`config.mk`:
```
export PLATFORM = sky130hd
export DESIGN_NAME = omr_grade_sequencer_flat
export DESIGN_NICKNAME = d
export VERILOG_FILES = /design/src/rtl/omr_grade_sequencer_pkg.sv /design/src/rtl/omr_grade_sequencer_if.sv /design/src/rtl/omr_grade_sequencer_answer_cmp.sv /design/src/rtl/omr_grade_sequencer.sv /design/src/flat_wrapper.sv
export SDC_FILE = /design/constraint.sdc
export NUM_CORES = 1
export LEC_CHECK = 0
export CAP_MARGIN = 20
export CORE_AREA = 2 2 110 112
export DETAILED_ROUTE_END_ITERATION = 12
export DIE_AREA = 0 0 112 114
export PLACE_DENSITY = 0.74
export SYNTH_ARGS = -nofsm -noshare
export SYNTH_HDL_FRONTEND = slang
export SYNTH_SLANG_ARGS = --single-unit
export TNS_END_PERCENT = 20
```
`constraint.sdc`:
```
create_clock -name clk -period 3.8 [get_ports clk]
set_clock_uncertainty 0.15 [all_clocks]
set_input_delay 0.57 -clock clk [delete_from_list [all_inputs] [get_ports clk]]
set_output_delay 0.57 -clock clk [all_outputs]
set_load 0.005 [all_outputs]
```
`src/rtl/omr_grade_sequencer_pkg.sv`:
```
// Shared types and defaults for the OMR grading sequencer.
// Optional blank-answer detection is controlled by OMR_BLANK_DETECT_EN.
package omr_pkg;

   localparam int NUM_Q_DEF = 10;
   localparam int ANS_W_DEF = 4;

   typedef enum logic [1:0] {
      NOKEY   = 2'd0,
      READY   = 2'd1,
      COMPARE = 2'd2,
      DONE    = 2'd3
   } omr_seq_state_t;

   typedef logic [ANS_W_DEF-1:0] answer_t;

   // An unmarked bubble row reads as all zeros.
   localparam answer_t BLANK_ANS = '0;

endpackage

```
`src/rtl/omr_grade_sequencer_if.sv`:
```
// Key, sheet and score signals of the grading sequencer.
// blank_count exists only when OMR_BLANK_DETECT_EN is defined.
interface omr_grade_sequencer_if #(
   parameter int NUM_Q = omr_pkg::NUM_Q_DEF,
   parameter int ANS_W = omr_pkg::ANS_W_DEF
);
   localparam int SCORE_W = $clog2(NUM_Q + 1);

   // Handshakes: a transfer happens on a rising clk edge where valid and ready
   // are both high; the producer holds valid and data stable until then.
   logic                   key_load;
   logic [NUM_Q*ANS_W-1:0] key_data;
   logic                   key_valid;
   logic                   sheet_valid;
   logic                   sheet_ready;
   logic [NUM_Q*ANS_W-1:0] sheet_data;
   logic                   score_valid;
   logic                   score_ready;
   logic [SCORE_W-1:0]     score;
   logic [15:0]            sheet_count;
   logic                   busy;
`ifdef OMR_BLANK_DETECT_EN
   logic [SCORE_W-1:0]     blank_count;

   modport master (
      output key_load, key_data, sheet_valid, sheet_data, score_ready,
      input  key_valid, sheet_ready, score_valid, score, sheet_count, busy, blank_count
   );
   modport slave (
      input  key_load, key_data, sheet_valid, sheet_data, score_ready,
      output key_valid, sheet_ready, score_valid, score, sheet_count, busy, blank_count
   );
`else
   modport master (
      output key_load, key_data, sheet_valid, sheet_data, score_ready,
      input  key_valid, sheet_ready, score_valid, score, sheet_count, busy
   );
   modport slave (
      input  key_load, key_data, sheet_valid, sheet_data, score_ready,
      output key_valid, sheet_ready, score_valid, score, sheet_count, busy
   );
`endif

endinterface

```
`src/rtl/omr_grade_sequencer_answer_cmp.sv`:
```
// Single-answer comparator shared by every question of a sheet.
// With OMR_BLANK_DETECT_EN a blank answer is flagged and never matches.
module omr_answer_cmp
   import omr_pkg::*;
#(
   parameter int ANS_W = ANS_W_DEF
) (
   input  logic [ANS_W-1:0] key,
   input  logic [ANS_W-1:0] ans,
`ifdef OMR_BLANK_DETECT_EN
   output logic             blank,
`endif
   output logic             match
);

`ifdef OMR_BLANK_DETECT_EN
   assign blank = (ans == ANS_W'(BLANK_ANS));
   assign match = (ans == key) && !blank;
`else
   assign match = (ans == key);
`endif

endmodule

```
`src/rtl/omr_grade_sequencer.sv`:
```
// Grading sequencer: holds an answer key, scores one question per clock.
// OMR_BLANK_DETECT_EN adds blank detection and the blank_count output.
module omr_grade_sequencer
   import omr_pkg::*;
#(
   parameter int NUM_Q = NUM_Q_DEF,
   parameter int ANS_W = ANS_W_DEF
) (
   input  logic                  clk,
   input  logic                  reset,
   omr_grade_sequencer_if.slave  bus,
   output omr_seq_state_t        state
);

   localparam int SCORE_W = $clog2(NUM_Q + 1);
   localparam int IDX_W   = $clog2(NUM_Q);
   localparam logic [IDX_W-1:0] LAST_IDX = IDX_W'(NUM_Q - 1);

   localparam logic [1:0] ST_NOKEY   = NOKEY;
   localparam logic [1:0] ST_READY   = READY;
   localparam logic [1:0] ST_COMPARE = COMPARE;
   localparam logic [1:0] ST_DONE    = DONE;

   logic [1:0]             cur_state;
   logic                   key_held;
   logic [NUM_Q*ANS_W-1:0] key_reg;
   logic [NUM_Q*ANS_W-1:0] sheet_reg;
   logic [IDX_W-1:0]       idx;
   logic [SCORE_W-1:0]     acc;
   logic [SCORE_W-1:0]     acc_next;
   logic [SCORE_W-1:0]     score_reg;
   logic [15:0]            count_reg;
   logic [ANS_W-1:0]       key_ans;
   logic [ANS_W-1:0]       sheet_ans;
   logic                   match;

   // One comparator, time-multiplexed across the questions by idx.
   assign key_ans   = key_reg[idx*ANS_W +: ANS_W];
   assign sheet_ans = sheet_reg[idx*ANS_W +: ANS_W];
   assign acc_next  = acc + SCORE_W'(match);

`ifdef OMR_BLANK_DETECT_EN
   logic               blank;
   logic [SCORE_W-1:0] blank_acc;
   logic [SCORE_W-1:0] blank_acc_next;
   logic [SCORE_W-1:0] blank_reg;

   assign blank_acc_next  = blank_acc + SCORE_W'(blank);
   assign bus.blank_count = blank_reg;

   omr_answer_cmp #(.ANS_W(ANS_W)) u_cmp (
      .key   (key_ans),
      .ans   (sheet_ans),
      .blank (blank),
      .match (match)
   );

   always_ff @(posedge clk or posedge reset) begin
      if (reset) begin
         blank_acc <= '0;
         blank_reg <= '0;
      end else if (cur_state == ST_READY && !bus.key_load && bus.sheet_valid) begin
         blank_acc <= '0;
      end else if (cur_state == ST_COMPARE) begin
         blank_acc <= blank_acc_next;
         if (idx == LAST_IDX) blank_reg <= blank_acc_next;
      end
   end
`else
   omr_answer_cmp #(.ANS_W(ANS_W)) u_cmp (
      .key   (key_ans),
      .ans   (sheet_ans),
      .match (match)
   );
`endif

   always_ff @(posedge clk or posedge reset) begin
      if (reset) begin
         cur_state <= ST_NOKEY;
         key_held  <= 1'b0;
         key_reg   <= '0;
         sheet_reg <= '0;
         idx       <= '0;
         acc       <= '0;
         score_reg <= '0;
         count_reg <= '0;
      end else begin
         case (cur_state)
            ST_NOKEY: begin
               if (bus.key_load) begin
                  key_reg   <= bus.key_data;
                  key_held  <= 1'b1;
                  cur_state <= ST_READY;
               end
            end
            ST_READY: begin
               // A key load wins over a sheet offered in the same cycle.
               if (bus.key_load) begin
                  key_reg <= bus.key_data;
               end else if (bus.sheet_valid) begin
                  sheet_reg <= bus.sheet_data;
                  acc       <= '0;
                  idx       <= '0;
                  cur_state <= ST_COMPARE;
               end
            end
            ST_COMPARE: begin
               acc <= acc_next;
               if (idx == LAST_IDX) begin
                  idx       <= '0;
                  score_reg <= acc_next;
                  cur_state <= ST_DONE;
               end else begin
                  idx <= idx + IDX_W'(1);
               end
            end
            ST_DONE: begin
               if (bus.score_ready) begin
                  if (count_reg != 16'hFFFF) count_reg <= count_reg + 16'd1;
                  cur_state <= ST_READY;
               end
            end
            default: cur_state <= ST_NOKEY;
         endcase
      end
   end

   assign bus.key_valid   = key_held;
   assign bus.sheet_ready = (cur_state == ST_READY) && !bus.key_load;
   assign bus.score_valid = (cur_state == ST_DONE);
   assign bus.busy        = (cur_state == ST_COMPARE) || (cur_state == ST_DONE);
   assign bus.score       = score_reg;
   assign bus.sheet_count = count_reg;
   assign state           = omr_seq_state_t'(cur_state);

endmodule

```
`src/flat_wrapper.sv`:
```
// flat-port wrapper written by rule: the top's interface ports become plain ports
module omr_grade_sequencer_flat import omr_pkg::*;
#(
   parameter int NUM_Q = NUM_Q_DEF,
   parameter int ANS_W = ANS_W_DEF
)
  (clk, reset, state, bus_key_load, bus_key_data, bus_sheet_valid, bus_sheet_data, bus_score_ready, bus_key_valid, bus_sheet_ready, bus_score_valid, bus_score, bus_sheet_count, bus_busy);
  omr_grade_sequencer_if #(.NUM_Q(NUM_Q), .ANS_W(ANS_W)) bus_i ();
  input  logic clk;
  input  logic reset;
  output omr_seq_state_t state;
  input wire logic [$bits(bus_i.key_load)-1:0] bus_key_load;
  input wire logic [$bits(bus_i.key_data)-1:0] bus_key_data;
  input wire logic [$bits(bus_i.sheet_valid)-1:0] bus_sheet_valid;
  input wire logic [$bits(bus_i.sheet_data)-1:0] bus_sheet_data;
  input wire logic [$bits(bus_i.score_ready)-1:0] bus_score_ready;
  output wire logic [$bits(bus_i.key_valid)-1:0] bus_key_valid;
  output wire logic [$bits(bus_i.sheet_ready)-1:0] bus_sheet_ready;
  output wire logic [$bits(bus_i.score_valid)-1:0] bus_score_valid;
  output wire logic [$bits(bus_i.score)-1:0] bus_score;
  output wire logic [$bits(bus_i.sheet_count)-1:0] bus_sheet_count;
  output wire logic [$bits(bus_i.busy)-1:0] bus_busy;
  assign bus_i.key_load = bus_key_load;
  assign bus_i.key_data = bus_key_data;
  assign bus_i.sheet_valid = bus_sheet_valid;
  assign bus_i.sheet_data = bus_sheet_data;
  assign bus_i.score_ready = bus_score_ready;
  assign bus_key_valid = bus_i.key_valid;
  assign bus_sheet_ready = bus_i.sheet_ready;
  assign bus_score_valid = bus_i.score_valid;
  assign bus_score = bus_i.score;
  assign bus_sheet_count = bus_i.sheet_count;
  assign bus_busy = bus_i.busy;
  omr_grade_sequencer #(.NUM_Q(NUM_Q), .ANS_W(ANS_W)) u_core (.clk(clk), .reset(reset), .bus(bus_i), .state(state));
endmodule
```
## Word-level counts from Yosys, hierarchy flattened

Cells that the tools add are included.

- Register bits after elaboration: 111
- Output and inout port bits: 26
- Logic and storage cells: 49

- Add/sub/neg operators: 3
- Equal/unequal tests: 11
- Shifts and indexed selects: 2
- Muxes and demuxes: 11
- Bitwise gates (word level): 1
- Reduce and logical (&&, ||, !) cells: 13

Operator list:

| operator | count |
|---|---|
| variable part select 40 x 7 -> 4 bit | 2 |
| adder 16 x 1 -> 16 bit (second input constant) | 1 |
| != test 16 bit (second input constant) | 1 |
| one-hot mux 4 bit (2 select lines) | 2 |
| two-way mux 4 bit | 3 |
| two-way mux 2 bit | 5 |
| AND reduction 3 bit | 3 |
| != test 2 bit (second input constant) | 4 |
| one-hot mux 2 bit (4 select lines) | 1 |
| AND reduction 2 bit | 3 |
| AND reduction 5 bit | 1 |
| adder 4 x 1 -> 4 bit | 1 |
| adder 4 x 1 -> 4 bit (second input constant) | 1 |
| equality test 2 bit (second input constant) | 2 |
| equality test 4 bit | 1 |
| equality test 4 bit (second input constant) | 1 |
| equality test 2 x 1 -> 1 bit (second input constant) | 1 |
| zero test 2 bit | 1 |
| != test 2 x 1 -> 1 bit (second input constant) | 1 |
| nonzero test 2 bit | 1 |
| OR reduction 2 bit | 1 |
| logical AND 1 bit | 1 |
| zero test 1 bit | 1 |
| logical OR 1 bit | 1 |
| inverter 1 bit | 1 |

## Depth between registers and ports, before layout

Gate-level depths: netlist (run 1).

- Depth after elaboration: 4
- Mapped depth: 13
- Mapped depth without buffers: 11

## Hierarchy

From an unflattened synthesis (run 1), not the netlist that was laid out.

- Cells, all modules: 378
- Area, all modules: 5187.5 um^2

By module, submodules not included:

| module | instances | cells each | area each (um^2) | sequential area each (um^2) |
|---|---|---|---|---|
| omr_grade_sequencer | 1 | 373 | 5139.9 | 2777.7 |
| omr_answer_cmp | 1 | 5 | 47.5 | 0.0 |

## Worst setup path after synthesis (run 1)

No wires, ideal clock.

- Path type: register -> register
- Start point: register u_core.idx[0]
- End point: register u_core.score_reg[1], in the netlist u_core.bus.score[1]
- Library setup time: 0.125 ns
- Data arrival time: 2.478 ns
- Data required time: 3.525 ns
- Path slack: 1.047 ns
- Stages on the path, launching flop included: 11
- Path buffers: 2
- Clock period less this slack: 2.753 ns
- Cell sequence: dfrtp_1 > buf_6 > buf_12 > mux4_2 > a22oi_1 > o21ai_0 > xor2_1 > nor4_2 > ha_1 > ha_1 > mux2_2

- Word-level cells in the longest chain between the ends: 3
- Elaborated cells on any way between the ends: 6

Ends and longest elaborated chain:

| item | line | source |
|---|---|---|
| from (decl) | omr_grade_sequencer.sv:28 | `logic [IDX_W-1:0] idx;` |
| from (signal assigned) | omr_grade_sequencer.sv:114 | `idx <= idx + IDX_W'(1);` |
| variable part select 40 x 7 -> 4 bit (on tied branches) | omr_grade_sequencer.sv:39, omr_grade_sequencer.sv:38 |  |
| equality test 4 bit (*) | omr_grade_sequencer_answer_cmp.sv:20 | `assign match = (ans == key);` |
| adder 4 x 1 -> 4 bit (*) | omr_grade_sequencer.sv:40 | `assign acc_next = acc + SCORE_W'(match);` |
| net u_core.acc_next[1] | omr_grade_sequencer.sv:30 | `logic [SCORE_W-1:0] acc_next;` |
| to (signal assigned) | omr_grade_sequencer.sv:111 | `score_reg <= acc_next;` |
| to (decl) | omr_grade_sequencer.sv:31 | `logic [SCORE_W-1:0] score_reg;` |

The timed path passes the listed nets; every way through them passes the cells marked *.
A chain may end at the register's enable or synchronous reset.

## Worst setup path in the final report (run 1)

- Start point: register u_core.idx[1]
- End point: register u_core.acc[2]

- Word-level cells in the longest chain between the ends: 4
- Elaborated cells on any way between the ends: 5

Ends and longest elaborated chain:

| item | line | source |
|---|---|---|
| variable part select 40 x 7 -> 4 bit (on tied branches) | omr_grade_sequencer.sv:39, omr_grade_sequencer.sv:38 |  |
| equality test 4 bit (*) | omr_grade_sequencer_answer_cmp.sv:20 |  |
| adder 4 x 1 -> 4 bit (*) | omr_grade_sequencer.sv:40 |  |
| one-hot mux 4 bit (2 select lines) (*) | omr_grade_sequencer.sv:88 | `case (cur_state)` |
| to (signal assigned) | omr_grade_sequencer.sv:108 | `acc <= acc_next;` |
| to (decl) | omr_grade_sequencer.sv:29 | `logic [SCORE_W-1:0] acc;` |

Mark *: on every way between the ends. The rest lies on a longest branch, timed or not.

==> flow_summary.json, run 1 <==
{
  "run_status": "finished, final reports clean",
  "clk_pin_slew_ns": 0.07,
  "core_um2": 11700,
  "p_per_area_nw_per_um2": 704,
  "slew_headroom_pct": 34.4,
  "async_flop_share_pct": 100,
  "drc": 0,
  "final_nets": 591,
  "fmax_ghz": 0.325,
  "grt_pass1_wl_um": 18600,
  "grt_max_degree": 64,
  "worst_slack_ns": 0.720,
  "holdPathStages": 1,
  "slowest_delay_ns": 0.69,
  "drv_slew": 0,
  "htree_levels": 3,
  "layout_commonest_cell": "dfrtp_1",
  "finalSetupTns_ns": 0,
  "fin_util_pct": 58.2,
  "swShare_pct": 31.1,
  "start_util_pct": 44.8,
  "port_buffers": 110,
  "placed_cells": 632,
  "n_antenna_cell": 0,
  "p_leak_nw": 2.84,
  "r2r_cells": 11,
  "dp_hpwl_um": 8440,
  "crit_end": "u_core.acc[2]$_DFFE_PP0P_",
  "syn_inst": 387,
  "holdCritPathClass": "reg2reg",
  "drive_above_1_share_pct": 26.5,
  "p_seq_share_pct": 41.7,
  "cts_tree": "built",
  "hold_buffers": 0,
  "cts.sinks": 111,
  "arrival_ns": 3.17,
  "gp_congestion": 0.774,
  "cts_made_buffers": 9,
  "crit_top_cell": "ha_1",
  "p_comb_share_pct": 38.0,
  "layout_common_cells": "dfrtp_1, clkdlybuf4s50_1, mux2_2",
  "r2r_start": "u_core.idx[1]$_DFFE_PP0P_",
  "maxCapViolations": 0,
  "cts.repair.resized": 0,
  "worst-path-buf-inv": 1,
  "overflow": 0,
  "rr_endpoint": "u_core.acc[2]$_DFFE_PP0P_",
  "crit_path_cell_trace": "buf_4 > mux2_2 > a22oi_1 > a32oi_1 > a211oi_1 > nor4_2 > ha_1 > ha_1 > nand3_1 > o21ai_0 > a22o_1",
  "synth.avg_cell_area_um2": 13.6,
  "dieArea_um2": 12800,
  "fp.dieW_um": 112,
  "cp_top_family": "compound AO/OA/AOI/OAI gates",
  "antenna_found_initial": 0,
  "startpoint": "u_core.idx[1]$_DFFE_PP0P_",
  "row_count": 40,
  "synth_area_um2": 5250,
  "reg2reg_slack_ns": 0.72,
  "critPathMaxFanout": 15,
  "cp-start-kind": "flip-flop",
  "p_clk_share_pct": 20.3,
  "end_kind": "flip-flop",
  "antenna_left": 0,
  "crit_cells": 11,
  "p_switching_w": 0.00149,
  "post-route-period-util_pct": 81.0,
  "synth_seq_cells": 111,
  "totalWireLength_um": 11300,
  "postCtsSetupBuffers": 0,
  "drt_iter0_drc": 159,
  "detail_route.vias_per_cell": 5.35,
  "pin_count": 111,
  "cts_root_buf": "clkbuf_16",
  "synthDistinctLibCells": 43,
  "clock_path_buffers": 2,
  "worstSkewPairLatency_ns": 0.35,
  "first_pass_iters": 4,
  "final_cells": 648,
  "grt_pass1_vias": 3756,
  "rsz0062_at_grt": "no",
  "cpMaxStageDelayCell": "dfrtp_1",
  "dp_slack_ns": 0.734,
  "track_usage_pct": 18.6,
  "setup_viol": 0,
  "synth_edf_count": 0,
  "area_growth_pct": 30.0,
  "min_period_ns": 3.08,
  "criticalPathCategory": "reg2reg",
  "yosysSeqAreaShare_pct": 53.0,
  "wl_per_cell_um": 17.5,
  "worst_pin_slew_ns": 0.980,
  "synth_fp_nets": 482,
  "synth_ff_type": "dfrtp_1",
  "vdd_ir_drop_max_mv": 0.424,
  "required_ns": 3.89,
  "vias": 3466,
  "yosysWarnings": 0,
  "finalHoldViolCount": 0,
  "die_y_um": 114,
  "p_int_w": 0.00331
}
metal layers:
metal  GRT usage (%)  part of all wire, %
met1            23.9                   43
met2            30.7                   49
met3            5.26                  5.0
met4            6.59                  2.2
met5               0                    0
synthesized netlist by cell type (2+ instances only):
cell	count	area share (%)
a2111oi_2	2	0.57
a211oi_1	2	0.29
a22o_1	2	0.33
a22oi_1	6	0.86
a31oi_1	2	0.24
a32o_1	2	0.38
a32oi_1	2	0.33
a41oi_1	2	0.33
and3_1	9	1.1
and4_1	2	0.33
buf_2	3	0.29
clkbuf_1	12	0.86
dfrtp_1	111	53
ha_1	10	2.4
inv_1	9	0.64
mux2_2	95	20
mux2i_1	4	0.76
mux4_1	3	1.5
mux4_2	9	3.9
nand2_1	28	2.0
nand2b_1	2	0.24
nand3_1	8	0.76
nand4_1	5	0.60
nor2_1	4	0.29
nor2b_1	2	0.24
nor3b_1	2	0.29
o21ai_0	11	1.0
o21ai_1	7	0.67
xnor2_1	13	2.2
xor2_1	5	0.83
cells by family (layout without fill, tap and decap cells):
kind of cell,after synthesis,in the layout,share of synthesized area [%]
flip-flops,111,111,53.0
AND/OR/NAND/NOR,68,68,6.77
adder cells (fa/ha/maj),10,10,2.39
multiplexers,112,112,26.7
AO/OA/AOI/OAI,42,42,5.75
buffers and inverters,26,140,2.39
XOR/XNOR,18,18,3.01
per-stage QoR:
step,hold WS [ns],total power (W),cell area [um^2]
after floorplan,0.301,0.00328,5250
after global placement,0.297,0.00378,6500
after detailed placement,0.302,0.00385,6500
after CTS,0.319,0.00484,6820
after global routing,0.329,0.00513,6820
final,0.316,0.00480,6820
worst min path at each step:
stage	start	to	slack, ns
2_1_floorplan	u_core.bus.key_valid$_DFFE_PP0P_	u_core.bus.key_valid$_DFFE_PP0P_	0.30
3_3_place_gp	u_core.bus.key_valid$_DFFE_PP0P_	u_core.bus.key_valid$_DFFE_PP0P_	0.30
3_5_place_dp	u_core.bus.key_valid$_DFFE_PP0P_	u_core.bus.key_valid$_DFFE_PP0P_	0.30
4_1_cts	u_core.bus.key_valid$_DFFE_PP0P_	u_core.bus.key_valid$_DFFE_PP0P_	0.32
5_1_grt	u_core.bus.key_valid$_DFFE_PP0P_	u_core.bus.key_valid$_DFFE_PP0P_	0.33
6_report	u_core.bus.key_valid$_DFFE_PP0P_	u_core.bus.key_valid$_DFFE_PP0P_	0.32
worst register-to-register path: stages, from the launching register on:
cell and delay, ns:
dfrtp_1 0.69, buf_4 0.28, mux2_2 0.35, a22oi_1 0.22, a32oi_1 0.08, a211oi_1 0.32, nor4_2 0.08, ha_1 0.21
ha_1 0.22, nand3_1 0.10, o21ai_0 0.09, a22o_1 0.18
power groups by stage:
stage	clock, W	sequential, W	combinational, W
4_1_cts	0.00100	0.00200	0.00184
6_report	0.000977	0.00200	0.00182
3_5_place_dp	0	0.00202	0.00184
3_3_place_gp	0	0.00201	0.00177
5_1_grt	0.00105	0.00207	0.00201
2_1_floorplan	0	0.00188	0.00141
final cells by class:
cell class                 instances  area (um^2)
inverter                           9         36.3
clock inverter                     5         62.6
tap                              147          184
timing repair buffer             115         1150
sequential                       111         2780
clock buffer                      11          253
fill                             956         4890
multi-input combinational        250         2360
Note: power is estimated with default switching activity, not from simulation.
==> run 2: changes to the inputs <==
==> constraint.sdc (replaced) <==
create_clock -name clk -period 2.8 [get_ports clk]
set_clock_uncertainty 0.15 [all_clocks]
set_input_delay 0.42 -clock clk [delete_from_list [all_inputs] [get_ports clk]]
set_output_delay 0.42 -clock clk [all_outputs]
set_load 0.005 [all_outputs]
==> flow_summary.json, run 2 (synthesis results as in run 1) <==
{
  "run_status": "finished, violations left",
  "failed_checks": "negative setup slack",
  "antenna_left": 0,
  "cts_made_buffers": 9,
  "port_buffers": 110,
  "worst_slack_ns": -0.116,
  "vdd_ir_drop_max_mv": 0.415,
  "rsz0062_at_grt": "yes",
  "setup_viol": 5,
  "pin_count": 111,
  "htree_levels": 3,
  "area_growth_pct": 33.9,
  "track_usage_pct": 18.3,
  "min_period_ns": 2.92,
  "cts_root_buf": "clkbuf_16",
  "fmax_ghz": 0.343,
  "drv_slew": 0,
  "start_util_pct": 44.8,
  "drc": 0,
  "crit_path_cell_trace": "buf_6 > buf_12 > mux4_2 > a22oi_2 > o21ai_1 > xor2_1 > nor4_2 > ha_2 > ha_4 > mux2_4",
  "n_antenna_cell": 0,
  "critPathMaxFanout": 5,
  "dieArea_um2": 12800,
  "fp.dieW_um": 112,
  "grt_pass1_wl_um": 18300,
  "clk_pin_slew_ns": 0.07,
  "cts.sinks": 111,
  "grt_pass1_vias": 3653,
  "core_um2": 11700,
  "totalWireLength_um": 11500,
  "met1_length_um": 4950,
  "p_per_area_nw_per_um2": 968,
  "dp_slack_ns": -0.0812,
  "detail_route.vias_per_cell": 5.36,
  "worstSkewPairLatency_ns": 0.35,
  "clock_path_buffers": 2,
  "holdCritPathClass": "in2async",
  "slew_headroom_pct": 63.2,
  "cpMaxStageDelayCell": "mux4_2",
  "layout_commonest_cell": "dfrtp_1",
  "drive_above_1_share_pct": 30.0,
  "row_count": 40,
  "criticalPathCategory": "reg2reg",
  "grt_max_degree": 57,
  "die_y_um": 114,
  "top_layer": "met4",
  "maxCapViolations": 0,
  "slowest_delay_ns": 0.51,
  "worst_pin_slew_ns": 0.548,
  "cp_top_family": "multiplexers",
  "arrival_ns": 2.99,
  "post-route-period-util_pct": 104,
  "first_pass_iters": 4,
  "dp_hpwl_um": 8660,
  "p_leak_nw": 2.93,
  "fin_util_pct": 60.0,
  "antenna_found_initial": 0,
  "met3_wirelength_um": 610,
  "vias": 3537,
  "wl_per_cell_um": 17.5,
  "worst-path-buf-inv": 2,
  "layout_common_cells": "dfrtp_1, clkdlybuf4s50_1, mux2_2",
  "wl_met2_um": 5760,
  "end_kind": "flip-flop",
  "required_ns": 2.88,
  "overflow": 0,
  "cts_tree": "built",
  "final_nets": 603,
  "cp-start-kind": "flip-flop",
  "drt_iter0_drc": 150,
  "finalHoldViolCount": 0,
  "gp_congestion": 0.858
}
run 2: cell count changes in the layout (fill, tap and decap cells not counted), sizes merged:
cell / change
clkinvlp: -1
clkbuf: +1
bufinv: +1
inv: -2
clkinv: +1
buf: +12
run 2: per-layer routing:
metal / global-route usage (%) / vias to the layer above
li1: - / 1656
met1: 24.3 / 1773
met2: 30.5 / 92
met3: 3.83 / 16
met4: 5.85 / 0
met5: 0 / -
run 2: worst register-to-register path, cell delays in order (launching register included):
cell and delay, ns:
dfrtp_1 0.40, buf_6 0.13, buf_12 0.11, mux4_2 0.51
a22oi_2 0.17, o21ai_1 0.10, xor2_1 0.15, nor4_2 0.31
ha_2 0.29, ha_4 0.22, mux2_4 0.26
run 2: worst paths after layout:
check | start | endpoint | slack (ns) | cells past startpoint
setup reg to reg | u_core.idx[0]$_DFFE_PP0P_ | u_core.bus.score[1]$_DFFE_PP0P_ | -0.12 | 10
hold / removal | reset | u_core.bus.sheet_count[10]$_DFFE_PP0P_ | 0.30 | 2
min in group clk | u_core.bus.key_valid$_DFFE_PP0P_ | u_core.bus.key_valid$_DFFE_PP0P_ | 0.31 | 1
setup / recovery | u_core.idx[0]$_DFFE_PP0P_ | u_core.bus.score[1]$_DFFE_PP0P_ | -0.12 | 10
hold reg to reg | u_core.bus.key_valid$_DFFE_PP0P_ | u_core.bus.key_valid$_DFFE_PP0P_ | 0.31 | 1
max in group asynchronous | reset | u_core.key_reg[16]$_DFFE_PP0P_ | 1.56 | 3
run 2: stage by stage:
step           cells  TNS, ns  hold slack, ns  area [um^2]  total power [W]
2_1_floorplan    387        0           0.301         5250          0.00446
3_3_place_gp     642  -0.0643           0.294         6620          0.00522
3_5_place_dp     642   -0.221           0.301         6620          0.00534
4_1_cts          658   -0.412           0.306         6960          0.00678
5_1_grt          660   -0.817           0.347         7030          0.00723
6_report         660   -0.270           0.295         7030          0.00680
run 2: cell type report:
class	instances	area (um^2)
timing repair buffer	127	1300
tap	147	184
clock inverter	4	73.8
multi-input combinational	250	2390
clock buffer	12	267
fill	956	4690
sequential	111	2780
inverter	9	37.5
run 2: power breakdown:
| group | internal, W | leakage (nW) | switching, W | total (W) |
|---|---|---|---|---|
| registers | 0.00228 | 1.36 | 0.000436 | 0.00271 |
| logic | 0.00160 | 1.39 | 0.00108 | 0.00268 |
| clock network | 0.000859 | 0.169 | 0.000553 | 0.00141 |
run 2: repair_timing:
action | in CTS | in global routing
hold buffers | 0 | 0
pin swaps | 0 | 5
setup endpoints to repair | 6 | 8
gates resized for setup | 0 | 16
setup buffers | 0 | 2
